<file path="src/rtl/kc705_eth_pkg.sv">
// Shared definitions for the KC705 Ethernet TX encoder: FSM states, frame
// layout constants, the AXIS byte payload and a header byte selector.
package kc705_eth_pkg;

    localparam int unsigned CNT_W          = 16;
    localparam int unsigned ETH_ADDR_BYTES = 12;
    localparam int unsigned ETH_TYPE_BYTES = 2;
    localparam int unsigned VLAN_TAG_BYTES = 4;
    localparam int unsigned HDR_IDX_W      = 4;
    localparam int unsigned HDR_W          = 8 * ETH_ADDR_BYTES;
    localparam logic [15:0] VLAN_TPID      = 16'h8100;

    typedef enum logic [2:0] {
        ST_IDLE,
        ST_ADDR,
        ST_VLAN,
        ST_TYPE,
        ST_PAYLOAD,
        ST_PAD,
        ST_DISCARD,
        ST_GAP
    } tx_state_e;

    typedef struct packed {
        logic [7:0] tdata;
        logic       tvalid;
        logic       tlast;
    } axis_byte_t;

    // Picks byte 'rem' counted from the LSB end, so rem = last_idx - idx
    // walks a header field MSB byte first.
    function automatic logic [7:0] hdr_byte(input logic [HDR_W-1:0]     bytes,
                                            input logic [HDR_IDX_W-1:0] rem);
        logic [HDR_W-1:0] sh;
        sh = bytes >> {rem, 3'b000};
        return sh[7:0];
    endfunction

endpackage

</file>
<file path="src/rtl/kc705_eth_tx_out_reg.sv">
// Single-entry AXI-Stream byte register shared by the header, pad and
// payload paths.
//   axi_tclk_i, axi_tresetn_i : clock, async active-high reset
//   load                      : capture din this cycle
//   din                       : next byte/valid/last
//   tdata, tvalid, tlast      : registered stream outputs
module kc705_eth_tx_out_reg
    import kc705_eth_pkg::*;
(
    input  logic       axi_tclk_i,
    input  logic       axi_tresetn_i,
    input  logic       load,
    input  axis_byte_t din,
    output logic [7:0] tdata,
    output logic       tvalid,
    output logic       tlast
);

    always_ff @(posedge axi_tclk_i or posedge axi_tresetn_i) begin
        if (axi_tresetn_i) begin
            tdata  <= 8'h00;
            tvalid <= 1'b0;
            tlast  <= 1'b0;
        end else if (load) begin
            tdata  <= din.tdata;
            tvalid <= din.tvalid;
            tlast  <= din.tlast;
        end
    end

endmodule

</file>
<file path="src/rtl/kc705_ethernet_rgmii_axi_tx_encoder.sv">
// Wraps a raw byte payload stream into an Ethernet II frame (dest MAC,
// src MAC, optional 802.1Q tag, EtherType), zero-pads short payloads and
// truncates long ones, and drives an 8-bit AXI-Stream to the TX MAC.
//   axi_tclk_i, axi_tresetn_i : clock, async active-high reset
//   enable_tx_encode          : allows new frames to start
//   s_axis_*                  : payload input stream
//   m_axis_*                  : framed output stream (registered)
//   frame_error               : one-cycle pulse on truncation
//   tx_busy                   : high outside IDLE
//   frame_count               : completed frames, wraps at 16 bits
module kc705_ethernet_rgmii_axi_tx_encoder
    import kc705_eth_pkg::*;
#(
    parameter logic [47:0] DEST_ADDR     = 48'h985aebdb066f,
    parameter logic [47:0] SRC_ADDR      = 48'hc3c4c5c6c7c8,
    parameter logic [15:0] ETHERTYPE     = 16'h0022,
    parameter logic [15:0] MAX_SIZE      = 16'd1500,
    parameter logic [15:0] MIN_SIZE      = 16'd46,
    parameter logic        ENABLE_VLAN   = 1'b0,
    parameter logic [11:0] VLAN_ID       = 12'd2,
    parameter logic [2:0]  VLAN_PRIORITY = 3'd2,
    parameter logic [7:0]  IFG_CYCLES    = 8'd12
) (
    input  logic        axi_tclk_i,
    input  logic        axi_tresetn_i,
    input  logic        enable_tx_encode,
    input  logic [7:0]  s_axis_tdata,
    input  logic        s_axis_tvalid,
    input  logic        s_axis_tlast,
    output logic        s_axis_tready,
    output logic [7:0]  m_axis_tdata,
    output logic        m_axis_tvalid,
    output logic        m_axis_tlast,
    input  logic        m_axis_tready,
    output logic        frame_error,
    output logic        tx_busy,
    output logic [15:0] frame_count
);

    localparam logic [HDR_W-1:0] ADDR_BYTES = {DEST_ADDR, SRC_ADDR};
    localparam logic [HDR_W-1:0] VLAN_BYTES =
        HDR_W'({VLAN_TPID, VLAN_PRIORITY, 1'b0, VLAN_ID});
    localparam logic [HDR_W-1:0] TYPE_BYTES = HDR_W'(ETHERTYPE);
    localparam logic [HDR_IDX_W-1:0] ADDR_LAST = HDR_IDX_W'(ETH_ADDR_BYTES - 1);
    localparam logic [HDR_IDX_W-1:0] VLAN_LAST = HDR_IDX_W'(VLAN_TAG_BYTES - 1);
    localparam logic [HDR_IDX_W-1:0] TYPE_LAST = HDR_IDX_W'(ETH_TYPE_BYTES - 1);

    tx_state_e             state_q, state_d;
    logic [HDR_IDX_W-1:0]  hdr_idx_q, hdr_idx_d;
    logic [CNT_W-1:0]      pay_cnt_q, pay_cnt_d, pay_cnt_inc;
    logic [7:0]            gap_cnt_q, gap_cnt_d;
    logic                  load_c;
    logic                  in_ready_c;
    logic                  err_d;
    axis_byte_t            out_d;

    // Output stage can take a new byte when empty or being drained.
    assign load_c        = !m_axis_tvalid || m_axis_tready;
    // Combinational: payload acceptance follows output-stage availability.
    assign s_axis_tready = in_ready_c;

    // Next-state, header/pad/payload mux and counter updates.
    always_comb begin
        state_d     = state_q;
        hdr_idx_d   = hdr_idx_q;
        pay_cnt_d   = pay_cnt_q;
        gap_cnt_d   = gap_cnt_q;
        out_d       = '0;
        in_ready_c  = 1'b0;
        err_d       = 1'b0;
        pay_cnt_inc = pay_cnt_q + CNT_W'(1);

        case (state_q)
            ST_IDLE: begin
                if (enable_tx_encode && s_axis_tvalid) begin
                    state_d   = ST_ADDR;
                    hdr_idx_d = '0;
                    pay_cnt_d = '0;
                end
            end
            ST_ADDR: begin
                if (load_c) begin
                    out_d = '{tdata: hdr_byte(ADDR_BYTES, ADDR_LAST - hdr_idx_q),
                              tvalid: 1'b1, tlast: 1'b0};
                    hdr_idx_d = hdr_idx_q + HDR_IDX_W'(1);
                    if (hdr_idx_q == ADDR_LAST) begin
                        hdr_idx_d = '0;
                        state_d   = ENABLE_VLAN ? ST_VLAN : ST_TYPE;
                    end
                end
            end
            ST_VLAN: begin
                if (load_c) begin
                    out_d = '{tdata: hdr_byte(VLAN_BYTES, VLAN_LAST - hdr_idx_q),
                              tvalid: 1'b1, tlast: 1'b0};
                    hdr_idx_d = hdr_idx_q + HDR_IDX_W'(1);
                    if (hdr_idx_q == VLAN_LAST) begin
                        hdr_idx_d = '0;
                        state_d   = ST_TYPE;
                    end
                end
            end
            ST_TYPE: begin
                if (load_c) begin
                    out_d = '{tdata: hdr_byte(TYPE_BYTES, TYPE_LAST - hdr_idx_q),
                              tvalid: 1'b1, tlast: 1'b0};
                    hdr_idx_d = hdr_idx_q + HDR_IDX_W'(1);
                    if (hdr_idx_q == TYPE_LAST) begin
                        hdr_idx_d = '0;
                        state_d   = ST_PAYLOAD;
                    end
                end
            end
            ST_PAYLOAD: begin
                in_ready_c = load_c;
                // With no input byte the stage loads an empty slot (bubble).
                if (load_c && s_axis_tvalid) begin
                    out_d     = '{tdata: s_axis_tdata, tvalid: 1'b1, tlast: 1'b0};
                    pay_cnt_d = pay_cnt_inc;
                    if (s_axis_tlast) begin
                        if (pay_cnt_inc < MIN_SIZE) begin
                            state_d = ST_PAD;
                        end else begin
                            out_d.tlast = 1'b1;
                            gap_cnt_d   = '0;
                            state_d     = ST_GAP;
                        end
                    end else if (pay_cnt_inc == MAX_SIZE) begin
                        out_d.tlast = 1'b1;
                        err_d       = 1'b1;
                        state_d     = ST_DISCARD;
                    end
                end
            end
            ST_PAD: begin
                if (load_c) begin
                    out_d     = '{tdata: 8'h00, tvalid: 1'b1, tlast: 1'b0};
                    pay_cnt_d = pay_cnt_inc;
                    if (pay_cnt_inc >= MIN_SIZE) begin
                        out_d.tlast = 1'b1;
                        gap_cnt_d   = '0;
                        state_d     = ST_GAP;
                    end
                end
            end
            ST_DISCARD: begin
                in_ready_c = 1'b1;
                if (s_axis_tvalid && s_axis_tlast) begin
                    gap_cnt_d = '0;
                    state_d   = ST_GAP;
                end
            end
            ST_GAP: begin
                // Hold the count until the final byte has left the stage.
                if (m_axis_tvalid && m_axis_tlast) begin
                    gap_cnt_d = '0;
                end else if ({1'b0, gap_cnt_q} + 9'd1 >= {1'b0, IFG_CYCLES}) begin
                    state_d = ST_IDLE;
                end else begin
                    gap_cnt_d = gap_cnt_q + 8'd1;
                end
            end
            default: state_d = ST_IDLE;
        endcase
    end

    // State, counters and status registers.
    always_ff @(posedge axi_tclk_i or posedge axi_tresetn_i) begin
        if (axi_tresetn_i) begin
            state_q     <= ST_IDLE;
            hdr_idx_q   <= '0;
            pay_cnt_q   <= '0;
            gap_cnt_q   <= '0;
            frame_error <= 1'b0;
            tx_busy     <= 1'b0;
            frame_count <= '0;
        end else begin
            state_q     <= state_d;
            hdr_idx_q   <= hdr_idx_d;
            pay_cnt_q   <= pay_cnt_d;
            gap_cnt_q   <= gap_cnt_d;
            frame_error <= err_d;
            tx_busy     <= (state_d != ST_IDLE);
            if (m_axis_tvalid && m_axis_tlast && m_axis_tready) begin
                frame_count <= frame_count + 16'd1;
            end
        end
    end

    kc705_eth_tx_out_reg u_out_reg (
        .axi_tclk_i    (axi_tclk_i),
        .axi_tresetn_i (axi_tresetn_i),
        .load          (load_c),
        .din           (out_d),
        .tdata         (m_axis_tdata),
        .tvalid        (m_axis_tvalid),
        .tlast         (m_axis_tlast)
    );

endmodule

</file>
<file path="config.mk">
export PLATFORM = sky130hd
export DESIGN_NAME = kc705_ethernet_rgmii_axi_tx_encoder
export DESIGN_NICKNAME = d
export VERILOG_FILES = /design/src/rtl/kc705_eth_pkg.sv /design/src/rtl/kc705_eth_tx_out_reg.sv /design/src/rtl/kc705_ethernet_rgmii_axi_tx_encoder.sv
export SDC_FILE = /design/constraint.sdc
export NUM_CORES = 1
export LEC_CHECK = 0
export BUFFER_PORTS_ARGS = -buffer_cell sky130_fd_sc_hd__buf_4
export CORE_ASPECT_RATIO = 1.2
export CORE_MARGIN = 2
export CORE_UTILIZATION = 45
export CTS_BUF_LIST = sky130_fd_sc_hd__clkbuf_4
export CTS_CLUSTER_SIZE = 10
export DETAILED_ROUTE_END_ITERATION = 10
export GPL_TIMING_DRIVEN = 0
export MAX_ROUTING_LAYER = met4
export PLACE_DENSITY = 0.62
export SLEW_MARGIN = 20
export SYNTH_ARGS = -nofsm -noshare
export SYNTH_HDL_FRONTEND = slang
export SYNTH_HIERARCHICAL = 1
export SYNTH_SLANG_ARGS = --single-unit
export TNS_END_PERCENT = 50
</file>
<file path="constraint.sdc">
create_clock -name axi_tclk_i -period 5.65 [get_ports axi_tclk_i]
set_input_delay 0.2825 -clock axi_tclk_i [delete_from_list [all_inputs] [get_ports axi_tclk_i]]
set_output_delay 0.2825 -clock axi_tclk_i [all_outputs]
set_load 0.01 [all_outputs]
</file>
# Yosys cells after proc, flatten, opt, wreduce, memory -nomap -nowiden
# Cells that the tools add are included.
# W data, S select, Z words.
# word_totals
elab_cells,109
reg_bits,59
output_inout_bits,29
input_bits,14
# op_classes
addsub,8
eq_ne,22
shift,3
n_mux,48
order_cmp,3
reduce_logical,15
# ops
operator,n
$shr A96 B7 Y8 const A,1
$mux W8,8
$pmux W10 S5,1
$mux W16,3
$pmux W16 S3,1
$mux W3,15
$add A16 B1 Y16 const B,2
$pmux W8 S4,1
$shr A32 B7 Y8 const A,1
$mux W4,7
$pmux W3 S8,1
$ne A2 B2 Y1 const B,10
$eq A16 B11 Y1 const B,1
$ge A16 B6 Y1 const B,1
$lt A16 B6 Y1 const B,1
$pmux W4 S4,1
$eq A3 B3 Y1 const B,4
$mux W10,1
$add A8 B1 Y9 const B,1
$ge A9 B4 Y1 const B,1
$add A8 B1 Y8 const B,1
$reduce_and A8 Y1,1
$reduce_bool A4 Y1,2
$shr A6 B7 Y8 const A,1
20 further kinds,32

# Longest topological paths before layout
# Gate-level depths: netlist of the first run.
# depth
depth_word,7
depth_mapped,10
depth_no_buf,9

# Cells and area by module
# The synthesis of the first run kept the hierarchy.
# modules_own_cells
module,cells_per_inst,seq_area_each_um2,n_inst,area_each_um2
kc705_ethernet_rgmii_axi_tx_encoder,424,1226.2,1,3552.2
kc705_eth_tx_out_reg,22,250.2,1,415.4

# Least setup slack after synthesis of the first run
# No wires, ideal clock.
# synth_path
path_type,flip-flop to flip-flop
start,register pay_cnt_q[0]
end,register gap_cnt_q[1]
slack_ns,3.004
arrival_ns,2.521
path_stages_with_launch,9
setup_time_ns,0.125
path_buffers,0
path_cell_list,dfrtp_1 ha_1 nand3_1 nor4_1 or3_1 a221o_1 o41ai_1 a31oi_2 mux2_4
# synth_via
elab_chain_cells,4
word_cells_on_any_way,6
# synth_lines
element,line_no,source
from (decl),kc705_ethernet_rgmii_axi_tx_encoder.sv:50,"logic [CNT_W-1:0] pay_cnt_q, pay_cnt_d, pay_cnt_inc;"
from (signal assigned),kc705_ethernet_rgmii_axi_tx_encoder.sv:180,pay_cnt_q <= pay_cnt_d;
$add A16 B1 Y16 *,kc705_ethernet_rgmii_axi_tx_encoder.sv:71,pay_cnt_inc = pay_cnt_q + CNT_W'(1);
$ge A16 B6 Y1 / $lt A16 B6 Y1 (equally long branches),"kc705_ethernet_rgmii_axi_tx_encoder.sv:139, kc705_ethernet_rgmii_axi_tx_encoder.sv:121",
$ne A2 B2 Y1 (no source line),-,
$reduce_and A8 Y1 (no source line) *,-,
to (signal assigned),kc705_ethernet_rgmii_axi_tx_encoder.sv:181,gap_cnt_q <= gap_cnt_d;
to (decl),kc705_ethernet_rgmii_axi_tx_encoder.sv:51,"logic [7:0] gap_cnt_q, gap_cnt_d;"
# Every way passes the cells marked *; elsewhere a longest branch is shown, timed or not.
# A chain may end at the register's enable or synchronous reset.

# Worst setup path in the final report of the first run
# Same ends and word-level chain as after synthesis.

==> impl_metrics.yaml, run 1 <==
cts:
  cts.reportedPaths.clkPinSlew_ns: 0.11
  root_buffer: "clkbuf_4"
  cts_max_path_buffers: 2
  cts_sinks: 59
  post_cts_buffers: 0
  clk-insertion-delay-late_ns: 0.42
  numCtsBuffers: 9
  htree_levels: 3
  cts_tree: "yes"
sta:
  final.setup_skew_ns: 0.006105
  grt_setup_unrepaired: "no"
  slew_viol_final: 0
  tightest_slew_ns: 0.6524
  timing.fmax_mhz: 333.3
  post-route-period-util_pct: 53.11
  period_minus_slack_ns: 3.001
  slew_headroom_pct: 56.44
  fin_setup_tns_ns: 0
  finalSetupViolCount: 0
  hold_violations: 0
routing:
  initialDrtViolationCount: 168
  viasPerCell: 5.560
  wl_per_cell_um: 15.56
  antenna_left: 0
  wl_mm: 9.695
  drtPass1Iterations: 4
  num_vias: 3464
  drc: 0
logic_synthesis:
  netlist_instances: 446
  seq_area_frac_synth_pct: 37.21
  syn_area_um2: 3968
  syn_nets: 476
  synth_area_per_cell_um2: 8.896
  ys.flop_type: "dfrtp_1"
  synth_cell_types: 62
  yosysWarnings: 6
  ys_ff_latch: 59
  ys_top_cells_by_area: "dfrtp_1, ha_1, mux2_4"
  synth_top_area_share_pct: 37.21
  yosys.area.top_type: "dfrtp_1"
  async_reset_ff_share_pct: 100.0
  synth_edf_count: 0
final_layout:
  fillerInstances: 818
  final_common_cell: "dfrtp_1"
  layout_common_cells: "dfrtp_1, nand2_1, buf_4"
  antennaDiodeCount: 0
  layout-drive-gt1-share_pct: 17.98
  final_nets: 531
  areaGrowthSynthToFinish_pct: 16.59
pwr:
  powerDensity_nw_per_um2: 364.3
  fin_total_pwr_mw: 1.685
  ir_drop_mv: 0.1972
  leakage_nw: 2.140
critical_path:
  path_max_fanout: 8
  critPathTopFamily: "simple AND/OR/NAND/NOR gates"
  worstSetupPathType: "register to register"
  cp.arrival_ns: 3.32
  cpPeakStageDelay_ns: 0.62
  startpoint_type: "register"
  worstSetupEndpointType: "register"
  slowest_stage: "nor4_1"
  cp.buffers_inverters: 0
  crit_chain: "ha_1 > nand3_1 > nor4_1 > or3_1 > a221o_1 > o41ai_1 > a31oi_2 > mux2_4"
  crit_required_ns: 5.97
global_route:
  grt_usage_pct: 22.08
  grt_max_degree: 29
  overflow: 0
  antenna_found_initial: 0
  grt_pass1_vias: 3431
  grt_pass1_wl_mm: 16.59
place:
  port_buffers: 42
  finalWeightedCongestion: 0.9102
  dp_hpwl_mm: 7.286
die:
  core_area_um2: 8564
  initial_utilization_pct: 46.33
  pin_count: 43
  die_x_um: 89.72
  die_y_um: 106.9
  dieArea_um2: 9587
  placementRows: 37
run:
  cap_viol_max_count: 0
worst_hold_path:
  hp-class: "input pin to register"
outcome:
  outcome: "complete, no violations"
## registers in the layout, indices dropped and copies added (netlist names)
register and flops:
frame_count 16, pay_cnt_q 16, gap_cnt_q 8, u_out_reg/tdata 8, hdr_idx_q 4, state_q 3
frame_error 1, tx_busy 1, u_out_reg/tlast 1, u_out_reg/tvalid 1
## metal layers
layer / global-route usage (%) / up-vias / wire length (µm)
met5: - / - / 0
met4: 8.901 / 0 / 230
met3: 4.779 / 17 / 388
met2: 37.66 / 76 / 4918
met1: 25.59 / 1658 / 4158
li1: - / 1713 / -
## path summary, 6_finish.rpt
kind,startpoint,to,slack [ns],depth (start not counted)
max reg2reg,pay_cnt_q[0],gap_cnt_q[1],2.65,8
min,s_axis_tlast,frame_error,0.07,2
max,pay_cnt_q[0],gap_cnt_q[1],2.65,8
min reg2reg,frame_count[15],frame_count[15],0.47,1
max in group asynchronous,axi_tresetn_i,pay_cnt_q[6],4.60,4
min in group asynchronous,axi_tresetn_i,u_out_reg/tlast,0.40,3
## worst reg2reg max path, stage by stage, from the launching register on
cell and delay, ns:
dfrtp_1 0.47, ha_1 0.28, nand3_1 0.20, nor4_1 0.62
or3_1 0.19, a221o_1 0.25, o41ai_1 0.13, a31oi_2 0.42
mux2_4 0.34
## logic make-up (layout without fill, tap and decap cells)
kind of cell | Yosys count | count (layout) | synth area share, %
compound gates | 109 | 109 | 18.42
xor+xnor | 18 | 18 | 3.973
fa+ha+maj | 16 | 16 | 5.046
buf+inv | 45 | 105 | 4.730
flops | 59 | 59 | 37.21
mux | 19 | 19 | 6.213
simple gates | 180 | 180 | 24.41
## cell usage after synthesis, types with 2 or more instances
cell and number:
a211o_1 3, a21o_1 7, a21oi_1 20, a22o_1 9
a22oi_1 4, a31oi_1 3, and2_1 8, and2b_1 4
and3_1 5, and4_1 2, buf_2 5, clkbuf_1 15
dfrtp_1 59, ha_1 16, inv_1 22, mux2_4 11
mux2i_1 7, nand2_1 44, nand2b_1 8, nand3_1 15
nand4_1 10, nand4_4 2, nor2_1 39, nor2b_1 5
nor3_1 14, nor3b_1 2, nor4_1 2, nor4b_1 2
o211ai_1 5, o21a_1 4, o21ai_0 29, o221ai_1 2
o22ai_1 3, o31ai_1 6, o32a_1 2, o32ai_1 2
or3_1 7, or3b_2 3, xnor2_1 11, xor2_1 7
## final cells by class
class	count	area, µm²	area share [%]
clock buffers	9	67.56	1.461
repair buffers	44	352.8	7.628
flip-flops and latches	59	1476	31.92
clock inverters	7	91.34	1.975
inverters	22	82.58	1.785
well taps	117	146.4	3.165
multi-input cells	342	2303	49.80
plain buffers	23	105.1	2.272
## timing repair
action | CTS | global route
hold buffers | 1 | 0
endpoints found under the setup margin | 0 | 0
gates resized for setup | 0 | 0
endpoints found under the hold margin | 37 | 0
## metrics by stage
step           instances  cell area [µm²]  util (%)  setup slack, ns  hold slack [ns]
2_1_floorplan        446             3968         -            3.004           0.1227
3_3_place_gp         605             4429     51.72            2.667           0.2921
3_5_place_dp         606             4457     52.04            2.677           0.2979
4_1_cts              623             4626     54.01            2.656          0.04721
5_1_grt              623             4626     54.01            2.333          0.04874
6_report             623             4626     54.01            2.649          0.06679
## report_power, final
| group | internal, mW | switching [mW] |
|---|---|---|
| logic | 0.316 | 0.445 |
| registers | 0.486 | 0.0854 |
| clock network | 0.178 | 0.175 |
Note: power is estimated with default switching activity, not from simulation.
==> run 2: changes to the inputs <==
--- a/config.mk
+++ b/config.mk
@@ -14,7 +14,7 @@
 export DETAILED_ROUTE_END_ITERATION = 10
 export GPL_TIMING_DRIVEN = 0
 export MAX_ROUTING_LAYER = met4
-export PLACE_DENSITY = 0.62
+export PLACE_DENSITY = 0.64
 export SLEW_MARGIN = 20
 export SYNTH_ARGS = -nofsm -noshare
 export SYNTH_HDL_FRONTEND = slang
==> constraint.sdc (replaced) <==
create_clock -name axi_tclk_i -period 2.6 [get_ports axi_tclk_i]
set_input_delay 0.13 -clock axi_tclk_i [delete_from_list [all_inputs] [get_ports axi_tclk_i]]
set_output_delay 0.13 -clock axi_tclk_i [all_outputs]
set_load 0.01 [all_outputs]
==> run 2 against run 1 <==
The flow now finishes with violations (negative setup slack). Critical path depth grew 1. Clock power grew 74%. Sequential power grew 120%. Critical endpoint unchanged.
==> impl_metrics.yaml, run 2 (same netlist as run 1, synthesis figures left out) <==
outcome:
  outcome: "finished with violations"
  violations: "negative setup slack"
place:
  dp_hpwl_mm: 6.679
  port_buffers: 42
  finalWeightedCongestion: 0.8811
  dp.cells: 606
routing:
  drc: 0
  num_vias: 3520
  wl_mm: 9.506
  antenna_left: 0
  initialDrtViolationCount: 201
  wl_per_cell_um: 14.74
  drtPass1Iterations: 4
  viasPerCell: 5.457
sta:
  fin_setup_tns_ns: -0.2829
  hold_violations: 0
  period_minus_slack_ns: 2.652
  post-route-period-util_pct: 102.0
  postLayoutSetupSlackWorst_ns: -0.05228
  timing.fmax_mhz: 377.0
  timing.hold.ws_ns: 0.1064
  grt_setup_unrepaired: "yes"
  finalSetupViolCount: 7
  final.setup_skew_ns: 0.02022
  tightest_slew_ns: 0.5685
  slew_headroom_pct: 61.96
  slew_viol_final: 0
die:
  die_y_um: 106.9
  core_area_um2: 8564
  initial_utilization_pct: 46.33
  placementRows: 37
  die_x_um: 89.72
  dieArea_um2: 9587
  pin_count: 43
pwr:
  leakage_nw: 2.266
  switching_power_mw: 1.581
  ir_drop_mv: 0.5234
  p_int_mw: 2.094
  fin_total_pwr_mw: 3.675
  power_frac_comb_pct: 48.9
  pwr-share-clk_pct: 16.7
  seq_power_share_pct: 34.4
  swShare_pct: 43.03
  powerDensity_nw_per_um2: 748.4
final_layout:
  areaGrowthSynthToFinish_pct: 23.78
  layout-drive-gt1-share_pct: 25.38
  largest_registers: "frame_count x16, pay_cnt_q x16"
  antennaDiodeCount: 0
  layout_common_cells: "buf_4, dfrtp_1, nand2_1"
  final_core_util_pct: 57.34
  stdcell_count: 645
  final_nets: 553
  final_common_cell: "buf_4"
critical_path:
  critPathTopFamily: "compound AO/OA/AOI/OAI gates"
  worstSetupPathType: "register to register"
  r2r-start: "pay_cnt_q[1]"
  crit_required_ns: 2.93
  r2r_cells: 9
  startpoint_type: "register"
  critPathLaunch: "pay_cnt_q[1]"
  cp.arrival_ns: 2.98
  r2r-end: "gap_cnt_q[1]"
  cpPeakStageDelay_ns: 0.47
  slowest_stage: "dfrtp_2"
  crit_chain: "ha_4 > nand3_4 > nor4_4 > or3_1 > a221o_1 > o41ai_2 > a31oi_2 > buf_4 > mux2_4"
  r2r_setup_slack_ns: -0.05
  worstSetupEndpointType: "register"
  path_max_fanout: 5
  cp.buffers_inverters: 1
cts:
  root_buffer: "clkbuf_4"
  htree_levels: 3
  numCtsBuffers: 9
  cts_tree: "yes"
  clk-insertion-delay-late_ns: 0.42
  cts_sinks: 59
  cts.reportedPaths.clkPinSlew_ns: 0.13
  cts_max_path_buffers: 2
global_route:
  antenna_found_initial: 0
  grt_usage_pct: 21.10
  grt_max_degree: 36
  grt_pass1_vias: 3499
  overflow: 0
  grt_pass1_wl_mm: 16.26
worst_hold_path:
  min_path_cells: 4
  hp-class: "input pin to register"
  hp-start: "s_axis_tdata[3]"
  holdPathEnd: "u_out_reg/tdata[3]"
run:
  cap_viol_max_count: 0
run 2: how the worst max path moves through the flow:
stage | to | slack (ns) | cells past startpoint
after floorplan | gap_cnt_q[1] | -0.04 | 8
after global placement | gap_cnt_q[1] | -0.36 | 8
after detailed placement | gap_cnt_q[1] | -0.38 | 8
after CTS | tx_busy | -0.06 | 9
after global routing | gap_cnt_q[6] | -0.15 | 10
final | gap_cnt_q[1] | -0.05 | 9
run 2: metrics by stage:
step / setup slack, ns / instance area, µm²
after floorplan: -0.04206 / 3968
after global placement: -0.3566 / 4429
after detailed placement: -0.3822 / 4449
after CTS: -0.06130 / 4780
after global routing: -0.1523 / 4911
final: -0.05228 / 4911
run 2: tightest hold or removal path: cells and delay by family:
kind | cells | cell delay (ns)
compound gates | 1 | 0.07
mux | 1 | 0.14
buf+inv | 1 | 0.09
simple gates | 1 | 0.09
run 2: timing repair:
item,in CTS,in global routing
hold buffers,2,0
resized for setup,23,20
endpoints found under the setup margin,13,11
setup buffers,13,9
pin swaps,9,7
hold endpoints to repair,25,0
run 2: area by class of cell:
| cell class | instances | area [µm²] |
|---|---|---|
| Clock inverter | 7 | 58.81 |
| Buffer | 22 | 132.6 |
| Inverter | 22 | 82.58 |
| Timing Repair Buffer | 67 | 524.3 |
| Tap cell | 117 | 146.4 |
| Fill cell | 769 | 3654 |
| Sequential cell | 59 | 1486 |
| Multi-Input combinational cell | 342 | 2412 |
| Clock buffer | 9 | 67.56 |
run 2: power by group through the flow:
| stage | clock network (mW) | registers (mW) | logic, mW |
|---|---|---|---|
| 2_1_floorplan | 0 | 1.24 | 1.16 |
| 3_3_place_gp | 0 | 1.25 | 1.57 |
| 3_5_place_dp | 0 | 1.26 | 1.60 |
| 4_1_cts | 0.631 | 1.26 | 1.71 |
| 5_1_grt | 0.680 | 1.29 | 2.01 |
| 6_report | 0.614 | 1.26 | 1.80 |
run 2: layer usage:
layer	wire length [µm]	GRT usage, %	part of all wire (%)
met5	0	-	0
met4	257	9.670	2.7
met3	302	3.514	3.2
met2	4634	35.06	49
met1	4311	25.45	45
